==> src/rtl/dmem_access_ctrl_pkg.sv <==
// dmem_access_ctrl_pkg: shared load/store codes, error codes and FSM states for the data-memory sequencer
package dmem_access_ctrl_pkg;
  localparam logic [2:0] LT_NOREGWRITE = 3'd0;
  localparam logic [2:0] LT_LB         = 3'd1;
  localparam logic [2:0] LT_LH         = 3'd2;
  localparam logic [2:0] LT_LW         = 3'd3;
  localparam logic [2:0] LT_LBU        = 3'd4;
  localparam logic [2:0] LT_LHU        = 3'd5;
  localparam logic [1:0] SZ_BYTE    = 2'b00;
  localparam logic [1:0] SZ_HALF    = 2'b01;
  localparam logic [1:0] SZ_WORD    = 2'b10;
  localparam logic [1:0] SZ_ILLEGAL = 2'b11;
  localparam logic [1:0] ERR_OK       = 2'b00;
  localparam logic [1:0] ERR_MISALIGN = 2'b01;
  localparam logic [1:0] ERR_TIMEOUT  = 2'b10;
  localparam logic [1:0] ERR_ILLEGAL  = 2'b11;
  typedef enum logic [1:0] {S_IDLE = 2'd0, S_WAIT = 2'd1, S_RESP = 2'd2} state_e;
  // Access size of a load code; SZ_ILLEGAL marks codes that are not loads.
  function automatic logic [1:0] load_size(input logic [2:0] lt);
    return (lt == LT_LB || lt == LT_LBU) ? SZ_BYTE :
           (lt == LT_LH || lt == LT_LHU) ? SZ_HALF :
           (lt == LT_LW) ? SZ_WORD : SZ_ILLEGAL;
  endfunction
endpackage

==> src/rtl/dmem_access_ctrl_lane_align.sv <==
// dmem_lane_align: legality/alignment checks, byte enables and lane-replicated store data
// Ports: we/load_type/store_size/addr/data in; illegal, misaligned, be, wdata out.
module dmem_lane_align
  import dmem_access_ctrl_pkg::*;
(
  input  logic        we,
  input  logic [2:0]  load_type,
  input  logic [1:0]  store_size,
  input  logic [1:0]  addr,
  input  logic [31:0] data,
  output logic        illegal,
  output logic        misaligned,
  output logic [3:0]  be,
  output logic [31:0] wdata
);
  logic [1:0] size;
  always_comb begin
    size       = we ? store_size : load_size(load_type);
    illegal    = size == SZ_ILLEGAL;
    misaligned = (size == SZ_HALF && addr[0]) || (size == SZ_WORD && addr != 2'b00);
    be         = size == SZ_BYTE ? 4'b0001 << addr :
                 size == SZ_HALF ? 4'b0011 << addr :
                 size == SZ_WORD ? 4'b1111 : 4'b0000;
    wdata      = size == SZ_BYTE ? {4{data[7:0]}} :
                 size == SZ_HALF ? {2{data[15:0]}} : data;
  end
endmodule

==> src/rtl/dmem_access_ctrl.sv <==
// dmem_access_ctrl: one-at-a-time load/store sequencer between MEM stage and a variable-latency word memory
// Ports: req_* request from MEM (req_ready back), mem_* memory side, resp_* one-cycle response to WB, stall to pipeline.
module dmem_access_ctrl
  import dmem_access_ctrl_pkg::*;
#(
  parameter int unsigned TIMEOUT_CYCLES = 255
) (
  input  logic        clk,
  input  logic        rst,
  input  logic        req_valid,
  output logic        req_ready,
  input  logic        req_we,
  input  logic [31:0] req_addr,
  input  logic [31:0] req_wdata,
  input  logic [2:0]  req_load_type,
  input  logic [1:0]  req_store_size,
  output logic        mem_en,
  output logic [3:0]  mem_we,
  output logic [31:0] mem_addr,
  output logic [31:0] mem_wdata,
  input  logic        mem_ack,
  input  logic [31:0] mem_rdata,
  output logic        resp_valid,
  output logic [31:0] resp_rdata,
  output logic [1:0]  resp_byte_sel,
  output logic [2:0]  resp_load_type,
  output logic [1:0]  resp_err,
  output logic        stall
);
  state_e      state, nxt;
  logic [15:0] cnt;
  logic        we_q;
  logic [3:0]  be_q;
  logic [31:0] wdata_q;
  logic [29:0] addr_q;
  logic        illegal, misaligned, bad, accept, timeout;
  logic [3:0]  be;
  logic [31:0] wdata;

  dmem_lane_align u_align (
    .we(req_we),
    .load_type(req_load_type),
    .store_size(req_store_size),
    .addr(req_addr[1:0]),
    .data(req_wdata),
    .illegal(illegal),
    .misaligned(misaligned),
    .be(be),
    .wdata(wdata)
  );

  always_comb begin
    bad     = illegal | misaligned;
    accept  = state == S_IDLE && req_valid;
    timeout = cnt == 16'(TIMEOUT_CYCLES - 1);
    nxt     = state == S_IDLE ? (req_valid ? (bad ? S_RESP : S_WAIT) : S_IDLE) :
              state == S_WAIT ? ((mem_ack || timeout) ? S_RESP : S_WAIT) : S_IDLE;
  end

  always_ff @(posedge clk) begin
    if (rst) begin
      state          <= S_IDLE;
      cnt            <= '0;
      we_q           <= 1'b0;
      be_q           <= '0;
      wdata_q        <= '0;
      addr_q         <= '0;
      resp_rdata     <= '0;
      resp_byte_sel  <= '0;
      resp_load_type <= LT_NOREGWRITE;
      resp_err       <= ERR_OK;
    end else begin
      state <= nxt;
      if (accept) begin
        cnt            <= '0;
        we_q           <= req_we;
        be_q           <= be;
        wdata_q        <= wdata;
        addr_q         <= req_addr[31:2];
        resp_rdata     <= '0;
        resp_byte_sel  <= req_addr[1:0];
        resp_load_type <= (req_we || bad) ? LT_NOREGWRITE : req_load_type;
        resp_err       <= illegal ? ERR_ILLEGAL : misaligned ? ERR_MISALIGN : ERR_OK;
      end
      if (state == S_WAIT) begin
        cnt <= cnt + 16'd1;
        // ack takes priority over a timeout landing on the same cycle
        if (mem_ack) begin
          resp_rdata <= we_q ? 32'd0 : mem_rdata;
          resp_err   <= ERR_OK;
        end else if (timeout) begin
          resp_err       <= ERR_TIMEOUT;
          resp_load_type <= LT_NOREGWRITE;
        end
      end
    end
  end

  always_comb begin
    req_ready  = state == S_IDLE;
    mem_en     = state == S_WAIT;
    mem_we     = (mem_en && we_q) ? be_q : 4'b0000;
    mem_addr   = mem_en ? {addr_q, 2'b00} : 32'd0;
    mem_wdata  = (mem_en && we_q) ? wdata_q : 32'd0;
    resp_valid = state == S_RESP;
    stall      = accept || state == S_WAIT;
  end
endmodule
==> config.mk <==
export PLATFORM = sky130hd
export DESIGN_NAME = dmem_access_ctrl
export DESIGN_NICKNAME = d
export VERILOG_FILES = /design/src/rtl/dmem_access_ctrl_pkg.sv /design/src/rtl/dmem_access_ctrl_lane_align.sv /design/src/rtl/dmem_access_ctrl.sv
export SDC_FILE = /design/constraint.sdc
export NUM_CORES = 1
export LEC_CHECK = 0
export BUFFER_PORTS_ARGS = -buffer_cell sky130_fd_sc_hd__buf_2
export CAP_MARGIN = 25
export CORE_ASPECT_RATIO = 2
export CORE_MARGIN = 2
export CORE_UTILIZATION = 30
export CTS_CLUSTER_SIZE = 12
export DETAILED_ROUTE_END_ITERATION = 12
export PLACE_DENSITY = 0.56
export SLEW_MARGIN = 20
export SYNTH_ARGS = -nofsm -noshare
export SYNTH_HDL_FRONTEND = slang
export SYNTH_SLANG_ARGS = --single-unit
==> constraint.sdc <==
create_clock -name clk -period 2.3 [get_ports clk]
set_clock_uncertainty 0.1 [all_clocks]
set_input_delay 0.115 -clock clk [delete_from_list [all_inputs] [get_ports clk]]
set_output_delay 0.115 -clock clk [all_outputs]
set_load 0.01 [all_outputs]
==> out/qor.json, run 1 <==
{
  "die-width": {"value": 101, "unit": "um"},
  "min_period": {"value": 2.167, "unit": "ns"},
  "regToRegStartpoint": {"value": "state[0]"},
  "post-route-worst-setup-slack": {"value": 0.1332, "unit": "ns"},
  "ys_ff_latch": {"value": 124},
  "core_area": {"value": 18660, "unit": "um2"},
  "vias_per_cell": {"value": 5.005},
  "syn-cell-area": {"value": 5645, "unit": "um2"},
  "critPathKind": {"value": "register to output port"},
  "row_count": {"value": 71},
  "most-common-layout-cells": {"value": "buf_2, dfxtp_1, nand2_1"},
  "irDropWorstVdd": {"value": 0.0005275, "unit": "V"},
  "dp.final_hpwl": {"value": 13.54, "unit": "mm"},
  "critical_path_required": {"value": 2.09, "unit": "ns"},
  "slowest_stage": {"value": "dfxtp_1"},
  "syn-instance-count": {"value": 676},
  "critical_path_fanout_max": {"value": 32},
  "worst_hold_path_type": {"value": "input pin to register"},
  "drt.antenna.violating_nets": {"value": 0},
  "finalNetCount": {"value": 1081},
  "post-place-ws": {"value": 0.4096, "unit": "ns"},
  "crit_chain": {"value": "nand2b_1 -> inv_2 -> buf_12 -> and3_1 -> buf_2"},
  "rr_worst_depth": {"value": 4},
  "wire_length_of_the_first_global_routing_pass": {"value": 30.37, "unit": "mm"},
  "grt_antenna_before_repair": {"value": 0},
  "slew_headroom": {"value": 0.5816},
  "drc_viols": {"value": 0},
  "min_from": {"value": "rst"},
  "postSynth.asyncResetShare": {"value": 0},
  "result_of_the_run": {"value": "finished, final reports clean"},
  "netlist.top_cell.by_area": {"value": "dfxtp_1"},
  "die-height": {"value": 198, "unit": "um"},
  "worstMarginPinSlew": {"value": 0.6276, "unit": "ns"},
  "setup.worst_path.start": {"value": "state[0]"},
  "dieArea": {"value": 20000, "unit": "um2"},
  "final_wtd_congestion": {"value": 0.8121},
  "fmax": {"value": 461.5, "unit": "MHz"},
  "grtUsageTotal": {"value": 0.1944},
  "syn_to_final_growth": {"value": 51.62, "unit": "%"},
  "worstHoldPathCells": {"value": 2},
  "critPathArrivalTime": {"value": 1.95, "unit": "ns"},
  "drt-initial-drc-count": {"value": 282},
  "hold_viol": {"value": 0},
  "ios": {"value": 217},
  "report.final.slew_viol_count": {"value": 0},
  "yosys-top-cells-area": {"value": "dfxtp_1, nand2_1, a21oi_1"},
  "dp.cells": {"value": 1068},
  "syn_area_per_cell": {"value": 8.351, "unit": "um2"},
  "setup.worst_path.end_class": {"value": "output port"},
  "final_cell_count_no_fill": {"value": 1201},
  "layout.cells.most_common": {"value": "buf_2"},
  "final-setup-viol-count": {"value": 0},
  "tns": {"value": 0, "unit": "ns"},
  "whs": {"value": 0.09481, "unit": "ns"},
  "clockRootBuffer": {"value": "clkbuf_16"},
  "floorplan.initialDensity": {"value": 0.3026},
  "count_of_input_and_output_buffers": {"value": 214},
  "synth_top_flop_cell": {"value": "dfxtp_1"},
  "synth_edf_count": {"value": 0},
  "globalRoute.totalOverflow": {"value": 0},
  "vias": {"value": 6011},
  "clk_pin_slew": {"value": 0.05, "unit": "ns"},
  "synthDominantCellAreaShare": {"value": 0.4397},
  "max_stage_delay_on_crit_path": {"value": 0.44, "unit": "ns"},
  "layout-drive-gt1-share": {"value": 0.2862},
  "worst_setup_path_start_kind": {"value": "register"},
  "powerDensity": {"value": 682.7, "unit": "nW/um2"},
  "max-clock-path-buffers": {"value": 2},
  "wl": {"value": 19.54, "unit": "mm"},
  "tritoncts_num_sinks": {"value": 124},
  "cts_buffers": {"value": 17},
  "post_synth_num_cell_types": {"value": 57},
  "power_leakage": {"value": 3.948, "unit": "nW"},
  "maximum_number_of_pins_on_one_net_before_global_route_repair": {"value": 56},
  "synth.yosys.warnings": {"value": 0},
  "cts.htree.levels": {"value": 4},
  "grt_setup_unrepaired": {"value": "false"},
  "num-fill-cells": {"value": 1839},
  "wl_per_cell": {"value": 16.27, "unit": "um"},
  "min_period_over_period": {"value": 0.9421},
  "grt_pass1_vias": {"value": 6040},
  "worst_skew_late_latency": {"value": 0.42, "unit": "ns"},
  "tritoncts": {"value": "done"},
  "share_of_synthesized_area_occupied_by_flip_flops_and_latches": {"value": 0.4397},
  "dr.pass1.iters": {"value": 5},
  "antenna_cells": {"value": 0},
  "max_cap_violations": {"value": 0}
}
## registers in the layout, summed over array words and instances, names as in the netlist
signal / count
state: 2
wdata_q: 32
we_q: 1
be_q: 4
resp_rdata: 32
cnt: 16
resp_load_type: 3
addr_q: 30
resp_byte_sel: 2
resp_err: 2
## layout make-up
class                   instances  area, um2  share of cell area
inverters                       7      26.28            0.003070
well taps                     219      274.0             0.03201
multi-input cells             483       2903              0.3391
repair buffers                336       2305              0.2693
clock buffers                  20      446.7             0.05219
clock inverters                12      122.6             0.01433
flip-flops and latches        124       2482              0.2900
## timing repair
item,4_1_cts,5_1_grt
buffers inserted,0,0
resized for setup,0,0
setup endpoints to repair,0,0
hold buffers,101,0
endpoints found under the hold margin,102,0
## power by group
group / switching [W] / internal (W) / leakage, nW / total [W]
sequential: 0.0000632 / 0.00227 / 1.01 / 0.00234
clock: 0.000990 / 0.00161 / 0.279 / 0.00260
combinational: 0.000485 / 0.000418 / 2.66 / 0.000904
## worst paths after layout
check / end / slack, ns
setup reg to reg: cnt[15] / 0.41
setup / recovery: mem_wdata[13] / 0.13
hold / removal: cnt[0] / 0.09
hold reg to reg: wdata_q[3] / 0.35
## metrics by stage
step / power, W / utilization / cell area [um2]
2_1_floorplan: 0.002821 / - / 5649
3_3_place_gp: 0.003145 / 0.3741 / 6979
3_5_place_dp: 0.003153 / 0.3741 / 6979
4_1_cts: 0.005913 / 0.4588 / 8559
5_1_grt: 0.006099 / 0.4588 / 8559
6_report: 0.005843 / 0.4588 / 8559
## metal layers
metal,share of wire,GRT usage
met4,0.038,0.1031
met3,0.043,0.04200
met2,0.55,0.3622
met1,0.37,0.1960
met5,0,0
## cells by family (layout without fill, tap and decap cells)
logic type                 Yosys count  count (layout)  share of synthesized area
AOI/OAI and AO/OA                  150             150                     0.1833
buffers and inverters               70             375                    0.05164
adders and majority gates            6               6                    0.01330
muxes                               26              26                    0.04654
DFF                                124             124                     0.4397
and+or+nand+nor                    297             297                     0.2617
other                                1               2                  0.0006643
xor gates and xnor gates             2               2                   0.003103
## cells in the mapped netlist (4+ instances only)
cell type / number
a211oi_1: 18
nand3b_1: 17
nand2_1: 104
or4_1: 4
nand3_1: 5
mux2i_1: 24
nand2b_1: 6
nor2_1: 64
a311oi_1: 7
or3_1: 5
o221ai_1: 8
ha_1: 6
and2_1: 31
a31oi_1: 7
and3_1: 39
o211ai_1: 5
a21oi_1: 50
buf_2: 7
inv_1: 7
clkbuf_1: 49
dfxtp_1: 124
a22oi_1: 32
nor3_1: 4
## worst max-delay path, delay by kind of cell (launching register included)
| family | cells | cell delay (ns) |
|---|---|---|
| buffers and inverters | 3 | 0.69 |
| DFF | 1 | 0.44 |
| and+or+nand+nor | 2 | 0.39 |
(Power assumes the default switching activity.)
==> run 2, diff against run 1 <==
- RECOVER_POWER: not set -> 100
==> run 2 against run 1 <==
  * Register-to-register slack got worse by 0.19 ns
  * Final area decreased by 1.8%
  * Flip-flop and latch count stayed put
  * Largest cell class unchanged
==> out/qor.json, run 2 (same netlist as run 1, synthesis figures left out) <==
{
  "worst_setup_path_start_kind": {"value": "register"},
  "layout.cells.most_common": {"value": "dfxtp_1"},
  "tritoncts_num_sinks": {"value": 124},
  "result_of_the_run": {"value": "finished, final reports clean"},
  "slowest_stage": {"value": "dfxtp_1"},
  "min_period_over_period": {"value": 0.9338},
  "tritoncts": {"value": "done"},
  "max-clock-path-buffers": {"value": 2},
  "hold_viol": {"value": 0},
  "drt.antenna.violating_nets": {"value": 0},
  "min_period": {"value": 2.148, "unit": "ns"},
  "critical_path_required": {"value": 2.09, "unit": "ns"},
  "vias": {"value": 6025},
  "cp_num_buf_inv": {"value": 3},
  "finalPower": {"value": 0.005816, "unit": "W"},
  "count_of_input_and_output_buffers": {"value": 214},
  "multi_input_comb_area": {"value": 2884, "unit": "um2"},
  "final_cell_count_no_fill": {"value": 1201},
  "crit_chain": {"value": "nand2b_1 -> inv_2 -> buf_12 -> and3_1 -> clkbuf_1"},
  "cts_setup_buffers": {"value": 0},
  "fmax": {"value": 465.6, "unit": "MHz"},
  "dr.pass1.iters": {"value": 6},
  "final_wtd_congestion": {"value": 0.8121},
  "floorplan.initialDensity": {"value": 0.3026},
  "row_count": {"value": 71},
  "critPathKind": {"value": "register to output port"},
  "placed_cell_area": {"value": 6979, "unit": "um2"},
  "post_cts_sizing": {"value": 0},
  "drt-initial-drc-count": {"value": 268},
  "rr_worst_depth": {"value": 4},
  "regToRegEndpoint": {"value": "cnt[1]"},
  "critPathArrivalTime": {"value": 1.93, "unit": "ns"},
  "dp.final_hpwl": {"value": 13.54, "unit": "mm"},
  "antenna_cells": {"value": 0},
  "report.final.slew_viol_count": {"value": 0},
  "drc_viols": {"value": 0},
  "critical-path-top-delay-family": {"value": "buffers and inverters"},
  "top_regs": {"value": "resp_rdata x32, wdata_q x32, addr_q x30"},
  "max_stage_delay_on_crit_path": {"value": 0.36, "unit": "ns"},
  "cts_buffers": {"value": 17},
  "syn_to_final_growth": {"value": 48.83, "unit": "%"},
  "wire_length_of_the_first_global_routing_pass": {"value": 30.37, "unit": "mm"},
  "die-width": {"value": 101, "unit": "um"},
  "dieArea": {"value": 20000, "unit": "um2"},
  "grtUsageTotal": {"value": 0.1944},
  "sequential_cell_area": {"value": 2482, "unit": "um2"},
  "critical_path_fanout_max": {"value": 32},
  "hold-path-endpoint": {"value": "cnt[0]"},
  "worstHoldPathCells": {"value": 2},
  "layout-drive-gt1-share": {"value": 0.1914},
  "worst_skew_late_latency": {"value": 0.42, "unit": "ns"},
  "vias_per_cell": {"value": 5.017},
  "finalNetCount": {"value": 1081},
  "wl": {"value": 19.44, "unit": "mm"},
  "whs": {"value": 0.09311, "unit": "ns"},
  "min_from": {"value": "rst"},
  "core_area": {"value": 18660, "unit": "um2"},
  "dp.cells": {"value": 1068},
  "max_cap_violations": {"value": 0},
  "ios": {"value": 217},
  "slew_headroom": {"value": 0.5341},
  "regToRegStartpoint": {"value": "state[0]"},
  "globalRoute.totalOverflow": {"value": 0},
  "final-setup-viol-count": {"value": 0},
  "clk_pin_slew": {"value": 0.06, "unit": "ns"},
  "tns": {"value": 0, "unit": "ns"},
  "grt_pass1_vias": {"value": 6040},
  "wl_per_cell": {"value": 16.19, "unit": "um"},
  "worst_hold_path_type": {"value": "input pin to register"},
  "grt_antenna_before_repair": {"value": 0},
  "post-route-cell-area": {"value": 8402, "unit": "um2"},
  "r2r_setup_slack": {"value": 0.22, "unit": "ns"},
  "setup.worst_path.end_class": {"value": "output port"},
  "die-height": {"value": 198, "unit": "um"},
  "maximum_number_of_pins_on_one_net_before_global_route_repair": {"value": 56},
  "grt_setup_unrepaired": {"value": "false"},
  "worstMarginPinSlew": {"value": 0.6988, "unit": "ns"},
  "power_leakage": {"value": 3.536, "unit": "nW"},
  "cts.htree.levels": {"value": 4},
  "most-common-layout-cells": {"value": "dfxtp_1, buf_2, nand2_1"},
  "num-fill-cells": {"value": 1901},
  "powerDensity": {"value": 692.2, "unit": "nW/um2"},
  "irDropWorstVdd": {"value": 0.0005249, "unit": "V"},
  "clockRootBuffer": {"value": "clkbuf_16"}
}
run 2: worst max path at each step:
stage | startpoint | to | slack, ns | cells past startpoint
floorplan | state[1] | cnt[13] | 0.53 | 5
global placement | state[0] | cnt[15] | 0.43 | 4
detailed placement | state[0] | cnt[15] | 0.41 | 4
CTS | state[0] | mem_wdata[13] | 0.12 | 5
global route | state[0] | mem_wdata[23] | 0.02 | 5
finish | state[1] | mem_wdata[7] | 0.15 | 5
run 2: stage by stage:
stage / util / worst slack, ns
final: 0.4504 / 0.1523
after global routing: 0.4504 / 0.01686
after floorplan: - / 0.5276
after global placement: 0.3741 / 0.4257
after CTS: 0.4588 / 0.1206
after detailed placement: 0.3741 / 0.4096
run 2: where the power goes:
part	switching (W)	total [W]	leakage [nW]	internal, W
sequential	0.0000638	0.00234	1.01	0.00227
combinational	0.000480	0.000878	2.24	0.000398
clock	0.000987	0.00260	0.279	0.00161
run 2: routing by layer:
metal  share of wire  wire length (um)  vias up  track usage
li1                -                 -     2972            -
met1            0.37              7153     2812       0.1960
met2            0.55             10740      200       0.3622
met3           0.043               839       41      0.04200
met4           0.036               707        0       0.1031
met5               0                 0        -            0
run 2: area by class of cell:
type                            instances  area share
Clock buffer                           20     0.05316
Clock inverter                         12     0.01459
Inverter                                7    0.003127
Multi-Input combinational cell        483      0.3433
Sequential cell                       124      0.2955
Tap cell                              219     0.03261
Timing Repair Buffer                  336      0.2578
run 2: timing repair:
item,in CTS,in global routing
setup endpoints to repair,0,0
endpoints found under the hold margin,102,0
hold buffers,101,0
run 2: worst reg2reg max path: stages, from the launching register on:
cell and delay [ns]:
dfxtp_1 0.36, or3b_2 0.64, clkbuf_2 0.49, a31oi_1 0.30, nor2_1 0.05
==> run 3, diff against run 2 <==
- SYNTH_HIERARCHICAL: not set -> 1
==> run 3 against run 2 <==
  * Final area decreased by 1.2%
  * Combinational power increased by 0.7%
  * Sequential share of layout area increased by 0.37 points
  * Sequential power about the same
  * First-iteration DRC count decreased by 22%
  * Die area increased by 1.7%
  * Largest cell class unchanged
  * Power decreased by 0.48%
  * Hold slack got worse by 0.067 ns
  * Clock power about the same
  * Highest routed layer unchanged
==> out/qor.json, run 3 <==
{
  "seq_power_share": {"value": 0.403},
  "tritoncts": {"value": "done"},
  "switching_share_of_total_power": {"value": 0.2609},
  "hold-path-endpoint": {"value": "resp_load_type[1]"},
  "maximum_number_of_pins_on_one_net_before_global_route_repair": {"value": 55},
  "top_regs": {"value": "resp_rdata x32, wdata_q x32, addr_q x30"},
  "critical_path_required": {"value": 2.09, "unit": "ns"},
  "setup.worst_path.start": {"value": "state[1]"},
  "row_count": {"value": 71},
  "min_from": {"value": "req_load_type[1]"},
  "slowest_stage": {"value": "dfxtp_1"},
  "die-height": {"value": 199.7, "unit": "um"},
  "dp.final_hpwl": {"value": 12.85, "unit": "mm"},
  "globalRoute.totalOverflow": {"value": 0},
  "grt_setup_unrepaired": {"value": "false"},
  "tritoncts_num_sinks": {"value": 124},
  "report.final.slew_viol_count": {"value": 0},
  "wl_per_cell": {"value": 15.39, "unit": "um"},
  "final-setup-viol-count": {"value": 0},
  "max-clock-path-buffers": {"value": 2},
  "critPathArrivalTime": {"value": 1.92, "unit": "ns"},
  "finalPower": {"value": 0.005788, "unit": "W"},
  "syn-instance-count": {"value": 708},
  "grt_pass1_vias": {"value": 5857},
  "worstHoldPathCells": {"value": 3},
  "layout-drive-gt1-share": {"value": 0.1861},
  "die-width": {"value": 101.8, "unit": "um"},
  "most-common-layout-cells": {"value": "nand2_1, dfxtp_1, buf_2"},
  "syn_area_per_cell": {"value": 8.110, "unit": "um2"},
  "irDropWorstVdd": {"value": 0.0004625, "unit": "V"},
  "synth_top_flop_cell": {"value": "dfxtp_1"},
  "hold_viol": {"value": 0},
  "regToRegStartpoint": {"value": "state[1]"},
  "clock_power_share": {"value": 0.444},
  "drt-initial-drc-count": {"value": 210},
  "grt_antenna_before_repair": {"value": 1},
  "min_period": {"value": 2.138, "unit": "ns"},
  "ys_ff_latch": {"value": 124},
  "cts.htree.levels": {"value": 4},
  "powerDensity": {"value": 697.2, "unit": "nW/um2"},
  "critical_path_fanout_max": {"value": 26},
  "synthDominantCellAreaShare": {"value": 0.4323},
  "postSynth.asyncResetShare": {"value": 0},
  "ios": {"value": 217},
  "max_cap_violations": {"value": 0},
  "min_period_over_period": {"value": 0.9296},
  "setup.worst_path.end_class": {"value": "output port"},
  "r2r_setup_slack": {"value": 0.22, "unit": "ns"},
  "worst_setup_path_start_kind": {"value": "register"},
  "fmax": {"value": 467.7, "unit": "MHz"},
  "finalNetCount": {"value": 1096},
  "worst_skew_late_latency": {"value": 0.41, "unit": "ns"},
  "internal_power_component": {"value": 0.004278, "unit": "W"},
  "cp_num_buf_inv": {"value": 3},
  "final_cell_count_no_fill": {"value": 1250},
  "vias_per_cell": {"value": 4.800},
  "wire_length_of_the_first_global_routing_pass": {"value": 29.55, "unit": "mm"},
  "synth.most_common_cell": {"value": "nand2_1"},
  "tns": {"value": 0, "unit": "ns"},
  "comb_power_share": {"value": 0.153},
  "syn_to_final_growth": {"value": 44.58, "unit": "%"},
  "synth.yosys.warnings": {"value": 6},
  "layout.cells.most_common": {"value": "nand2_1"},
  "yosys-top-cells-area": {"value": "dfxtp_1, nand2_1, a21oi_1"},
  "rr_worst_depth": {"value": 5},
  "regToRegEndpoint": {"value": "cnt[3]"},
  "worstMarginPinSlew": {"value": 1.118, "unit": "ns"},
  "count_of_input_and_output_buffers": {"value": 214},
  "power_leakage": {"value": 3.457, "unit": "nW"},
  "critPathKind": {"value": "register to output port"},
  "drc_viols": {"value": 0},
  "core_area": {"value": 18830, "unit": "um2"},
  "whs": {"value": 0.02637, "unit": "ns"},
  "drt.antenna.violating_nets": {"value": 0},
  "netlist.top_cell.by_area": {"value": "dfxtp_1"},
  "crit_chain": {"value": "nand2b_1 -> inv_2 -> clkbuf_4 -> and2_0 -> buf_2"},
  "synth_commonest_cells": {"value": "nand2_1, dfxtp_1, a21oi_1"},
  "vias": {"value": 6000},
  "clk_pin_slew": {"value": 0.06, "unit": "ns"},
  "post_synth_num_cell_types": {"value": 55},
  "cts_setup_buffers": {"value": 0},
  "dieArea": {"value": 20330, "unit": "um2"},
  "wl": {"value": 19.24, "unit": "mm"},
  "final_wtd_congestion": {"value": 0.7987},
  "dp.cells": {"value": 1126},
  "syn-cell-area": {"value": 5742, "unit": "um2"},
  "critical-path-top-delay-family": {"value": "simple AND/OR/NAND/NOR gates"},
  "dr.pass1.iters": {"value": 4},
  "synth_edf_count": {"value": 0},
  "grtUsageTotal": {"value": 0.1873},
  "clockRootBuffer": {"value": "clkbuf_16"},
  "worst_hold_path_type": {"value": "input pin to register"},
  "result_of_the_run": {"value": "finished, final reports clean"},
  "floorplan.initialDensity": {"value": 0.3049},
  "share_of_synthesized_area_occupied_by_flip_flops_and_latches": {"value": 0.4323},
  "cts_buffers": {"value": 17},
  "max_stage_delay_on_crit_path": {"value": 0.47, "unit": "ns"},
  "netSwitchingPower": {"value": 0.001510, "unit": "W"},
  "slew_headroom": {"value": 0.2544}
}
## run 3: cell types whose count changed after synthesis, moves of 14 or more
| cell | delta |
|---|---|
| nor2_1 | -16 |
| mux2_2 | +16 |
| nand2_1 | +49 |
| mux2i_1 | -14 |
| a211oi_1 | -17 |
| nand3b_1 | -17 |
| a21oi_1 | +36 |
| clkbuf_1 | -18 |
## run 3: logic make-up (layout without fill, tap and decap cells)
group / after synthesis / after routing / synth area share
simple gates: 318 / 318 / 0.2665
other cells: 1 / 3 / 0.0006531
xor+xnor: 2 / 2 / 0.003051
fa+ha+maj: 6 / 6 / 0.01307
compound gates: 154 / 154 / 0.1691
flops: 124 / 124 / 0.4323
mux: 28 / 28 / 0.05273
buf+inv: 75 / 360 / 0.06254
## run 3: power by group through the flow
stage	Combinational [W]	Sequential (W)	Clock, W
after CTS	0.000912	0.00233	0.00265
after floorplan	0.000491	0.00237	0
after global routing	0.000984	0.00235	0.00275
final	0.000884	0.00233	0.00257
after detailed placement	0.000784	0.00238	0
after global placement	0.000777	0.00237	0
## run 3: how the worst max path moves through the flow
stage	to	cells after the start
after floorplan	resp_err[0]	8
after global placement	wdata_q[27]	8
after detailed placement	wdata_q[27]	8
after CTS	mem_we[1]	5
after global routing	mem_addr[17]	5
final	mem_addr[25]	5
## run 3: repair_timing
item	4_1_cts	5_1_grt
hold buffers	94	0
resized for setup	0	2
endpoints found under the hold margin	96	0
endpoints found under the setup margin	0	22
## run 3: layout make-up
type	instances	area, um2
fillers	1989	10530
multi-input cells	510	2897
flip-flops and latches	124	2484
repair buffers	323	2014
clock buffers	21	460.4
well taps	255	319.1
clock inverters	8	95.09
inverters	8	30.03
diodes	1	2.502
## run 3: stage by stage
step                utilization  setup WS (ns)  instance area, um2
floorplan                     -         0.6190                5746
global placement         0.3701         0.3856                6969
detailed placement       0.3701         0.3524                6969
CTS                      0.4495        0.06266                8466
global route             0.4408        0.03061                8302
finish                   0.4408         0.1619                8302
## run 3: worst reg2reg max path: stages, from the launching register on
cell and delay, ns:
dfxtp_1 0.38, nor3b_4 0.26, clkbuf_1 0.86, a211oi_1 0.11
a31oi_1 0.19, nor2_1 0.05
## run 3: metal layers
layer | share of wire | vias up | wire [um] | GRT usage
li1 | - | 2957 | - | -
met1 | 0.39 | 2817 | 7516 | 0.2004
met2 | 0.53 | 184 | 10250 | 0.3385
met3 | 0.037 | 42 | 707 | 0.03218
met4 | 0.040 | 0 | 765 | 0.1047
met5 | 0 | - | 0 | 0
